$ cat src/rtl/control_multiciclo.sv
// Multicycle control sequencer for the RV32I core: walks each instruction through
// fetch/decode/execute/memory/writeback and drives every datapath enable and mux select.
module control_multiciclo (
    input  logic       clk,
    input  logic       reset,
    input  logic [6:0] op,
    input  logic       salto,
    input  logic       mem_listo,
    output logic [1:0] modo,
    output logic [1:0] sel_a,
    output logic [1:0] sel_b,
    output logic       sel_pc,
    output logic       sel_dir,
    output logic [1:0] sel_res,
    output logic       lee_mem,
    output logic       esc_mem,
    output logic       esc_ir,
    output logic       esc_pc,
    output logic       esc_reg,
    output logic       instr_fin,
    output logic       error
);

    localparam logic [6:0] OP_R      = 7'b0110011;
    localparam logic [6:0] OP_I      = 7'b0010011;
    localparam logic [6:0] OP_LOAD   = 7'b0000011;
    localparam logic [6:0] OP_STORE  = 7'b0100011;
    localparam logic [6:0] OP_BRANCH = 7'b1100011;
    localparam logic [6:0] OP_JAL    = 7'b1101111;
    localparam logic [6:0] OP_JALR   = 7'b1100111;
    localparam logic [6:0] OP_LUI    = 7'b0110111;
    localparam logic [6:0] OP_AUIPC  = 7'b0010111;

    typedef enum logic [3:0] {
        S_FETCH,
        S_DECODE,
        S_EXEC_R,
        S_EXEC_I,
        S_ADDR,
        S_MEM_RD,
        S_MEM_WR,
        S_WB_ALU,
        S_WB_MEM,
        S_BRANCH,
        S_JAL,
        S_JALR,
        S_LUI,
        S_AUIPC,
        S_TRAP
    } state_t;

    // Moore part of the outputs plus flags marking the states whose outputs
    // also depend on mem_listo or salto in the current cycle.
    typedef struct packed {
        logic [1:0] modo;
        logic [1:0] selA;
        logic [1:0] selB;
        logic       selPc;
        logic       selDir;
        logic [1:0] selRes;
        logic       leeMem;
        logic       escMem;
        logic       escPc;
        logic       escReg;
        logic       instrFin;
        logic       error;
        logic       inFetch;
        logic       inMemWr;
        logic       inBranch;
    } ctrl_t;

    state_t state_q, state_d;
    ctrl_t  ctrl_q;

    function automatic ctrl_t decodeState(input state_t s);
        ctrl_t c;
        c = '0;
        case (s)
            S_FETCH: begin
                c.leeMem  = 1'b1;
                c.selB    = 2'b10;
                c.inFetch = 1'b1;
            end
            S_DECODE: begin
                c.selA = 2'b10;
                c.selB = 2'b01;
            end
            S_EXEC_R: begin
                c.selA = 2'b01;
                c.selB = 2'b00;
                c.modo = 2'b10;
            end
            S_EXEC_I: begin
                c.selA = 2'b01;
                c.selB = 2'b01;
                c.modo = 2'b01;
            end
            S_ADDR: begin
                c.selA = 2'b01;
                c.selB = 2'b01;
            end
            S_MEM_RD: begin
                c.selDir = 1'b1;
                c.leeMem = 1'b1;
            end
            S_MEM_WR: begin
                c.selDir  = 1'b1;
                c.escMem  = 1'b1;
                c.inMemWr = 1'b1;
            end
            S_WB_ALU: begin
                c.escReg   = 1'b1;
                c.instrFin = 1'b1;
            end
            S_WB_MEM: begin
                c.escReg   = 1'b1;
                c.selRes   = 2'b01;
                c.instrFin = 1'b1;
            end
            S_BRANCH: begin
                c.selA     = 2'b01;
                c.modo     = 2'b11;
                c.selPc    = 1'b1;
                c.instrFin = 1'b1;
                c.inBranch = 1'b1;
            end
            S_JAL: begin
                c.escReg   = 1'b1;
                c.selRes   = 2'b10;
                c.escPc    = 1'b1;
                c.selPc    = 1'b1;
                c.instrFin = 1'b1;
            end
            S_JALR: begin
                c.selA     = 2'b01;
                c.selB     = 2'b01;
                c.escPc    = 1'b1;
                c.escReg   = 1'b1;
                c.selRes   = 2'b10;
                c.instrFin = 1'b1;
            end
            S_LUI: begin
                c.escReg   = 1'b1;
                c.selRes   = 2'b11;
                c.instrFin = 1'b1;
            end
            S_AUIPC: begin
                c.escReg   = 1'b1;
                c.instrFin = 1'b1;
            end
            S_TRAP: begin
                c.error = 1'b1;
            end
            default: c = '0;
        endcase
        return c;
    endfunction

    always_comb begin
        state_d = state_q;
        case (state_q)
            S_FETCH:  state_d = mem_listo ? S_DECODE : S_FETCH;
            S_DECODE: begin
                case (op)
                    OP_R:               state_d = S_EXEC_R;
                    OP_I:               state_d = S_EXEC_I;
                    OP_LOAD, OP_STORE:  state_d = S_ADDR;
                    OP_BRANCH:          state_d = S_BRANCH;
                    OP_JAL:             state_d = S_JAL;
                    OP_JALR:            state_d = S_JALR;
                    OP_LUI:             state_d = S_LUI;
                    OP_AUIPC:           state_d = S_AUIPC;
                    default:            state_d = S_TRAP;
                endcase
            end
            S_EXEC_R, S_EXEC_I: state_d = S_WB_ALU;
            S_ADDR:   state_d = (op == OP_LOAD) ? S_MEM_RD : S_MEM_WR;
            S_MEM_RD: state_d = mem_listo ? S_WB_MEM : S_MEM_RD;
            S_MEM_WR: state_d = mem_listo ? S_FETCH : S_MEM_WR;
            S_WB_ALU, S_WB_MEM, S_BRANCH, S_JAL, S_JALR, S_LUI, S_AUIPC:
                      state_d = S_FETCH;
            S_TRAP:   state_d = S_TRAP;
            default:  state_d = S_TRAP;
        endcase
    end

    // Moore outputs are registered from the next state so they line up with state_q.
    always_ff @(posedge clk) begin
        if (reset) begin
            state_q <= S_FETCH;
            ctrl_q  <= decodeState(S_FETCH);
        end else begin
            state_q <= state_d;
            ctrl_q  <= decodeState(state_d);
        end
    end

    // Reset forces every output low in the cycle it is asserted, so a pending
    // memory request or write never survives into the reset cycle.
    always_comb begin
        modo      = reset ? 2'b00 : ctrl_q.modo;
        sel_a     = reset ? 2'b00 : ctrl_q.selA;
        sel_b     = reset ? 2'b00 : ctrl_q.selB;
        sel_pc    = !reset && ctrl_q.selPc;
        sel_dir   = !reset && ctrl_q.selDir;
        sel_res   = reset ? 2'b00 : ctrl_q.selRes;
        lee_mem   = !reset && ctrl_q.leeMem;
        esc_mem   = !reset && ctrl_q.escMem;
        esc_reg   = !reset && ctrl_q.escReg;
        error     = !reset && ctrl_q.error;
        esc_ir    = !reset && ctrl_q.inFetch && mem_listo;
        esc_pc    = !reset && (ctrl_q.escPc
                               || (ctrl_q.inFetch && mem_listo)
                               || (ctrl_q.inBranch && salto));
        instr_fin = !reset && (ctrl_q.instrFin || (ctrl_q.inMemWr && mem_listo));
    end

endmodule

$ cat config.mk
export PLATFORM = sky130hd
export DESIGN_NAME = control_multiciclo
export DESIGN_NICKNAME = d
export VERILOG_FILES = /design/src/rtl/control_multiciclo.sv
export SDC_FILE = /design/constraint.sdc
export NUM_CORES = 1
export LEC_CHECK = 0
export ABC_CLOCK_PERIOD_IN_PS = 6100
export BUFFER_PORTS_ARGS = -buffer_cell sky130_fd_sc_hd__buf_2
export CORE_MARGIN = 3
export CORE_UTILIZATION = 55
export CTS_BUF_LIST = sky130_fd_sc_hd__clkbuf_8
export CTS_CLUSTER_DIAMETER = 120
export DETAILED_ROUTE_END_ITERATION = 8
export PLACE_DENSITY = 0.79
export SLEW_MARGIN = 20
export SYNTH_ARGS = -nofsm -noshare
export SYNTH_HDL_FRONTEND = slang
export SYNTH_SLANG_ARGS = --single-unit
$ cat constraint.sdc
create_clock -name clk -period 6.1 [get_ports clk]
set_clock_uncertainty 0.05 [all_clocks]
set_input_delay 0.915 -clock clk [delete_from_list [all_inputs] [get_ports clk]]
set_output_delay 0.915 -clock clk [all_outputs]
set_load 0.01 [all_outputs]
### Word level (Yosys, flattened, before mapping)

Cells that the tools add are included.
Widths: inputs -> output; s select.

| storage, ports and cells | value |
|---|---|
| register bits after elaboration | 22 |
| bits of input ports | 11 |
| output and inout port bits | 17 |
| word-level logic and storage cells | 105 |

| operators by class | value |
|---|---|
| eq/ne operators | 36 |
| multiplexer cells | 24 |
| reductions and logical operators | 30 |

Operators with widths:

| kind | number |
|---|---|
| $eq 4x4->1 const B | 13 |
| $eq 4x3->1 const B | 8 |
| $pmux 4 s8 | 1 |
| $pmux 4 s7 | 1 |
| $eq 7x6->1 const B | 3 |
| $eq 7x7->1 const B | 3 |
| $eq 4x2->1 const B | 4 |
| $eq 7x5->1 const B | 2 |
| $reduce_or 7->1 | 2 |
| $logic_and 1x1->1 | 13 |
| $pmux 2 s3 | 2 |
| $reduce_or 2->1 | 6 |
| $mux 1 | 11 |
| $mux 2 | 5 |
| $eq 4x1->1 const B | 2 |
| $logic_not 4->1 | 2 |
| $pmux 2 s2 | 2 |
| $eq 7x2->1 const B | 1 |
| $reduce_or 6->1 | 1 |
| $reduce_or 5->1 | 1 |
| $mux 4 | 1 |
| $reduce_or 4->1 | 1 |
| $logic_or 1x1->1 | 3 |
| $mux 3 | 1 |
| $logic_not 1->1 | 1 |

### Logic depth before layout (Yosys ltp)

Gate-level depths: netlist (run 1).

| logic depth | value |
|---|---|
| depth in word-level cells | 7 |
| gate-level depth with buffers | 7 |
| depth with buffers taken out | 6 |

### Worst setup path before layout (run 1)

Ideal clock, no wire load.

| timing path | value |
|---|---|
| path kind | input port to flip-flop |
| from | in op[2] |
| to | reg ctrl_q[18] (netlist name) |
| library setup time | 0.066 ns |
| arrival time | 2.375 ns |
| required time | 5.984 ns |
| path slack | 3.608 ns |
| stages | 6 |
| path buffers | 0 |
| path through | or4_1 nor2_1 a32oi_1 o311a_4 or4b_4 a21oi_2 |

| on the way | value |
|---|---|
| cells in the longest elaborated chain, start to end | 6 |
| elaborated cells between the ends (all ways) | 17 |
| classes of those cells | eq/ne (12); mux (4); reduce/logical (1) |

RTL lines:

| element | RTL line | source |
|---|---|---|
| start: declaration | 6 | `input logic [6:0] op,` |
| $eq 7x2->1 or $eq 7x6->1 (tied branches) | 164, 177 |  |
| $reduce_or 2->1 | 164 | `case (op)` |
| $pmux 4 s8 | 164 |  |
| $pmux 4 s7 * | 161 | `case (state_q)` |
| $eq 4x4->1 or $eq 4x2->1 (tied branches) | 78 | `case (s)` |
| $pmux 2 s3 * | 78 |  |
| end signal: assignment | 191 | `ctrl_q <= decodeState(S_FETCH);` |
| end signal: assignment | 194 | `ctrl_q <= decodeState(state_d);` |
| end: declaration | 73 | `ctrl_t ctrl_q;` |

Mark *: on every way between the ends. The rest lies on a longest branch, timed or not.
A chain may end at the register's enable or synchronous reset.

### Worst setup path in the final report (run 1)

| timing path | value |
|---|---|
| from | in op[2] |
| to | reg ctrl_q[8] (netlist name) |

| on the way | value |
|---|---|
| cells in the longest elaborated chain, start to end | 7 |
| elaborated cells between the ends (all ways) | 17 |
| classes of those cells | eq/ne (10); mux (4); reduce/logical (3) |

RTL lines:

| element | RTL line |
|---|---|
| $eq 7x2->1 or $eq 7x6->1 (tied branches) | 164, 177 |
| $reduce_or 2->1 | 164 |
| $pmux 4 s8 | 164 |
| $pmux 4 s7 * | 161 |
| $eq 4x3->1 or $logic_not 4->1 (tied branches) | 78 |
| $reduce_or 2->1 (no source line) * | - |
| $mux 1 * | 78 |

Marked as above.

==> flow_summary_export.csv, run 1 <==
group,metric,value,unit
power,comb_power_share,0.544,
die,start_util,0.6021,
synth,synth_cell_type_count,44,
synth,synth_xor_area_frac,0.01615,
timing,timing.hold.ws,0.5869,ns
synth,synth-edff-count,0,
synth,synth_seq_cells,21,
clock_tree,postCtsHoldBufs,0,
job,drv_cap,0,
place,numPortBuffers,27,
synth,ys_warn_count,0,
synth,ys.flop_type,"dfxtp_1",
synth,yosys.area.top_type,"dfxtp_1",
synth,synth_top_family_by_area,"simple AND/OR/NAND/NOR gates",
route,post_drt_wl_per_cell,12.94,um
cells_and_area,diodes,0,
synth,yosys-top-cells-area,"dfxtp_1, nor2b_1, nor2_1",
clock_tree,cts_max_path_buffers,2,
grt,grt_start_max_net_pins,27,
setup_path,crit_arrival,3.11,ns
synth,synthMuxAreaShare,0.01038,
die,io_pins,28,
synth,synth_compound_area_frac,0.2122,
route,wl_met1,1.005,mm
route,dr.pass1.iters,4,
power,powerDensity,512.8,nW/um^2
grt,antenna_found_initial,0,
die,die_w,50.41,um
power,p_switching,0.2729,mW
power,sequentialPowerShare,0.324,
synth,syn_area,1085,um^2
setup_path,path_common_cell,"nor2_1",
timing,finalHoldViolCount,0,
die,coreArea,1802,um^2
clock_tree,clk_pin_slew,0.07,ns
power,power.internal,0.3732,mW
setup_path,crit_path_max_incr_delay,0.70,ns
clock_tree,cts_buffers,3,
die,dieArea,2541,um^2
timing,final.min_clock_period,3.020,ns
timing,tightest_slew,0.8666,ns
synth,ys_top_cells_by_count,"dfxtp_1, nor2_1, nor2b_1",
cells_and_area,drive_above_1_share,0.2550,
die,rows,15,
route,drtAntennaViolNets,0,
run_status,status,"completed",
route,top_layer_used,"met4",
setup_path,start_kind,"primary input",
grt,grt_pass1_vias,814,
place,dp_hpwl,1.635,mm
clock_tree,clock_sinks,21,
synth,yosysSeqAreaShare,0.3875,
setup_path,crit_type,"in -> reg",
die,die_h,50.41,um
timing,drv_slew,0,
route,vias,985,
route,wl_met2,1.063,mm
cells_and_area,final_nets,161,
timing,finalCritPeriodShare,0.4950,
timing,finalSetupViolCount,0,
clock_tree,htree_levels,1,
grt,grtUsageTotal,0.1756,
synth,synth_area_per_cell,8.748,um^2
clock_tree,cts_tree,"yes",
synth,async_flop_share,0,
clock_tree,cts_root_buf,"clkbuf_8",
route,drc,0,
timing,fmaxAchievable,0.3311,GHz
route,wl_met3,154,um
setup_path,cp_top_family,"simple AND/OR/NAND/NOR gates",
route,wl,2.252,mm
route,drt_iter0_markers,47,
timing,grt_setup_unrepaired,"no",
power,irDropWorstVdd,0.0003190,V
power,p_clk_frac,0.132,
grt,grt_first_pass_wirelength,3.470,mm
setup_path,cp_max_fo,14,
synth,yosys.area_share.simple,0.3195,
setup_path,path_buf_inv,1,
power,p_sw_frac,0.4224,
grt,grt-ovfl-total,0,
timing,setup_tns,0,ns
synth,syn_inst,124,
cells_and_area,areaGrowthSynthToFinish,16.15,%
synth,synth_fa_ha_area_frac,0,
synth,yosysTopAreaCellShare,0.3875,
power,p_total,0.6461,mW
place,gp_congestion,0.8534,
route,viasPerCell,5.661,
setup_path,critPathRequiredTime,6.19,ns
timing,relSlewSlack,0.4222,
power,p_leak,0.5386,nW
clock_tree,cts_resized,0,
clock_tree,post-cts-setup-buffers,0,
setup_path,crit_path_end_kind,"flip-flop",
cells_and_area,fin_util,0.6993,
setup_path,slowest_stage,"nor2_1",
setup_path,path_cells,"buf_2 -> or4_1 -> nor2_1 -> o41ai_1 -> nor2_1 -> nand2_1 -> o311ai_0",
synth,post-synth-top-count-cell,"dfxtp_1",
hold_path,hp-class,"reg -> reg",
clock_tree,clk_latency,0.26,ns
synth,synth_nets,135,
metrics by stage:
| stage | setup WS (ns) | area, um^2 | cells |
|---|---|---|---|
| after global placement | 3.039 | 1215 | 170 |
| after CTS | 3.133 | 1260 | 174 |
| after global routing | 2.927 | 1260 | 174 |
| after detailed placement | 2.884 | 1215 | 170 |
| final | 3.080 | 1260 | 174 |
| after floorplan | 3.608 | 1085 | 124 |
final timing paths:
| path | endpoint | cells past startpoint | startpoint | slack [ns] |
|---|---|---|---|---|
| max reg2reg | ctrl_q[8] | 6 | state_q[2] | 3.61 |
| max | ctrl_q[8] | 7 | op[2] | 3.08 |
| min | ctrl_q[4] | 2 | state_q[1] | 0.59 |
| min reg2reg | ctrl_q[4] | 2 | state_q[1] | 0.59 |
kinds of logic (layout without fill, tap and decap cells):
logic type | Yosys count | count (layout)
AOI/OAI and AO/OA | 28 | 28
xor gates and xnor gates | 2 | 2
buffers and inverters | 12 | 37
DFF | 21 | 21
muxes | 1 | 1
and+or+nand+nor | 60 | 60
cell usage in the layout (no fill, tap or decap), drive strengths merged:
master   n
o41ai    1
nor2    16
o311ai   1
o21ba    1
o211ai   1
nand3b   1
clkbuf   3
nand2    4
dfxtp   21
nor3     5
nand2b   5
mux2     1
o221ai   1
o22ai    2
a32oi    1
a21oi    8
xnor2    1
and2     1
inv      7
o311a    1
nor4b    2
or4b     2
nor4     1
nor3b    1
o31ai    1
o21bai   1
nor2b   15
nand3    3
nand4b   1
a22oi    2
and3b    1
o2111a   1
a41o     1
o21ai    3
xor2     1
or3b     1
or4      1
buf     27
a211oi   1
a211o    1
state kept, by name, indices dropped and copies added (netlist names):
name and flops:
ctrl_q 17, state_q 4
tightest hold or removal path: cells and delay by family, from the launching register on:
family	cells	cell delay (ns)
AOI/OAI and AO/OA	1	0.06
DFF	1	0.41
and+or+nand+nor	1	0.12
final cells by class:
| class | instances | area (um^2) |
|---|---|---|
| clock buffer | 3 | 41.29 |
| clock inverter | 1 | 3.754 |
| fill | 145 | 541.8 |
| inverter | 6 | 22.52 |
| multi-input combinational | 91 | 605.6 |
| sequential | 21 | 420.4 |
| tap | 25 | 31.28 |
| timing repair buffer | 27 | 135.1 |
layer usage:
metal,vias to the layer above,track usage
li1,491,-
met1,445,0.2323
met2,43,0.2848
met3,6,0.04748
met4,0,0.04036
met5,-,0
power by group through the flow:
stage / combinational, mW / clock (mW) / sequential (mW)
global route: 0.386 / 0.0911 / 0.214
global placement: 0.338 / 0 / 0.210
detailed placement: 0.344 / 0 / 0.212
finish: 0.351 / 0.0851 / 0.210
floorplan: 0.302 / 0 / 0.199
CTS: 0.348 / 0.0862 / 0.209
(Power assumes the default switching activity.)
==> run 2: changes to the inputs <==
ABC_AREA = 1   (was unset)
ABC_CLOCK_PERIOD_IN_PS = 2910   (was 6100)
PLACE_DENSITY = 0.77   (was 0.79)
clock period = 2.91 ns   (was 6.1 ns; I/O delays follow)
==> run 2 against run 1 <==
Sequential share of layout area is 4.1 points lower. Worst setup slack worse by 1.9 ns. Area after synthesis up 14%. Critical path depth is 4 higher. Wire length up 16%. Global-route usage increased by 3.0 points. Sequential power rose by 97%. Critical path type is now reg -> reg.
==> flow_summary_export.csv, run 2 <==
group,metric,value,unit
run_status,status,"completed",
timing,tightest_slew,0.4291,ns
power,p_leak,0.7828,nW
synth,ys.flop_type,"dfxtp_1",
synth,syn_area,1234,um^2
setup_path,cp_top_family,"simple AND/OR/NAND/NOR gates",
setup_path,slowest_stage,"dfxtp_1",
synth,synth_area_per_cell,6.392,um^2
route,vias,1207,
place,dpl_worst_slack,0.9981,ns
synth,synth_seq_cells,21,
setup_path,start_kind,"flip-flop",
synth,synth_nets,204,
cells_and_area,register_area,420.4,um^2
die,start_util,0.6042,
setup_path,path_depth,11,
route,drc,0,
cells_and_area,layout_commonest_cell,"nand2_1",
cells_and_area,final_area,1436,um^2
grt,grtUsageTotal,0.2056,
clock_tree,htree_levels,1,
cells_and_area,diodes,0,
setup_path,crit_path_max_incr_delay,0.44,ns
die,dieArea,2847,um^2
synth,yosysTopAreaCellShare,0.3408,
cells_and_area,multi_input_area,633.1,um^2
cells_and_area,final_nets,233,
synth,synth-edff-count,0,
grt,top_usage_layer,"met2",
cells_and_area,fillers,180,
grt,grtUsageMet3,0.04225,
clock_tree,postCtsHoldBufs,0,
cells_and_area,reg.largest.list,"ctrl_q (17), state_q (4)",
setup_path,reg2reg_depth,11,
synth,post-synth-top-count-cell,"nand2_1",
power,powerDensity,869.0,nW/um^2
setup_path,path_common_cell,"nand2_1",
cells_and_area,areaGrowthSynthToFinish,16.43,%
timing,fmaxAchievable,0.5936,GHz
cells_and_area,drive_above_1_share,0.2941,
route,drtAntennaViolNets,0,
synth,yosysSeqAreaShare,0.3408,
power,p_total,1.248,mW
grt,use_met2,0.3469,
grt,grt_first_pass_wirelength,4.284,mm
die,coreArea,2042,um^2
grt,grt_start_max_net_pins,25,
clock_tree,cts_resized,0,
cells_and_area,layout.cells.non_filler,248,
setup_path,cp_max_fo,5,
route,viasPerCell,4.867,
power,irDropWorstVdd,0.0006609,V
timing,timing.hold.ws,0.5284,ns
setup_path,crit_arrival,1.76,ns
grt,grt_pass1_vias,1055,
synth,yosys-top-cells-area,"dfxtp_1, nand2_1, nor2_1",
grt,antenna_found_initial,0,
clock_tree,post-cts-setup-buffers,0,
grt,grt-ovfl-total,0,
timing,setup_tns,0,ns
place,gp_congestion,0.9059,
cells_and_area,largest_register_ffs,17,
timing,relSlewSlack,0.7140,
clock_tree,cts_root_buf,"clkbuf_8",
clock_tree,cts_tree,"yes",
setup_path,path_cells,"inv_2 -> nand4_1 -> nand3_1 -> inv_2 -> nand2_1 -> nor2_2 -> nor2_2 -> nand2_1 -> nand2_1 -> nor2_1 -> nor2_1",
place,numPortBuffers,27,
setup_path,path_buf_inv,2,
hold_path,hp-class,"in -> reg",
timing,finalSetupViolCount,0,
timing,finalHoldViolCount,0,
timing,grt_setup_unrepaired,"no",
cells_and_area,fin_util,0.7034,
place,dp_cells,244,
clock_tree,clk_latency,0.25,ns
timing,worst_slack,1.225,ns
route,dr.pass1.iters,5,
synth,ys_top_cells_by_count,"nand2_1, nor2_1, inv_1",
place,placed_area,1391,um^2
synth,async_flop_share,0,
cells_and_area,layout_common_cells,"nand2_1, nor2_1, inv_1, buf_2, dfxtp_1",
die,die_h,53.36,um
clock_tree,clk_pin_slew,0.07,ns
grt,grt.met1_usage,0.2496,
timing,drv_slew,0,
synth,yosys.area.top_type,"dfxtp_1",
synth,ys_warn_count,0,
setup_path,crit_type,"reg -> reg",
setup_path,critPathRequiredTime,2.99,ns
synth,synth_cell_type_count,25,
die,die_w,53.36,um
place,dp_hpwl,2.131,mm
die,rows,16,
setup_path,crit_path_end_kind,"flip-flop",
route,post_drt_wl_per_cell,10.56,um
hold_path,holdPathStages,4,
timing,final.min_clock_period,1.685,ns
synth,syn_inst,193,
clock_tree,cts_max_path_buffers,2,
route,drt_iter0_markers,37,
die,io_pins,28,
timing,finalCritPeriodShare,0.5790,
clock_tree,cts_buffers,3,
cells_and_area,regMostFlops,"ctrl_q",
job,drv_cap,0,
route,wl,2.618,mm
clock_tree,clock_sinks,21,
-- run 2: worst min-delay path: cells and delay by family --
kind                   cells  cell delay [ns]
AOI/OAI and AO/OA          1             0.06
buffers and inverters      2             0.20
and+or+nand+nor            1             0.08
-- run 2: area by class of cell --
type	instances	share of cell area
Clock buffer	3	0.02875
Inverter	45	0.1176
Tap cell	27	0.02352
Timing Repair Buffer	27	0.09408
Multi-Input combinational cell	124	0.4408
Clock inverter	1	0.002613
Sequential cell	21	0.2927
-- run 2: layer usage --
| metal | wire length, um | up-vias |
|---|---|---|
| li1 | - | 630 |
| met1 | 1109 | 515 |
| met2 | 1257 | 56 |
| met3 | 211 | 6 |
| met4 | 38 | 0 |
| met5 | 0 | - |
-- run 2: power breakdown --
part	internal, mW	switching, mW
clock network	0.0937	0.0840
logic	0.215	0.442
registers	0.369	0.0441
-- run 2: kinds of logic (layout without fill, tap and decap cells) --
group | count (synthesis) | in the layout | synth area share
AOI/OAI and AO/OA | 10 | 10 | 0.04361
DFF | 21 | 21 | 0.3408
and+or+nand+nor | 114 | 114 | 0.4696
buffers and inverters | 48 | 76 | 0.1460
-- run 2: final timing paths --
path	from	end	slack, ns
worst max-delay path	state_q[1]	ctrl_q[4]	1.23
worst min-delay path	mem_listo	ctrl_q[1]	0.53
worst max register to register	state_q[1]	ctrl_q[4]	1.23
worst min register to register	state_q[2]	ctrl_q[1]	0.65
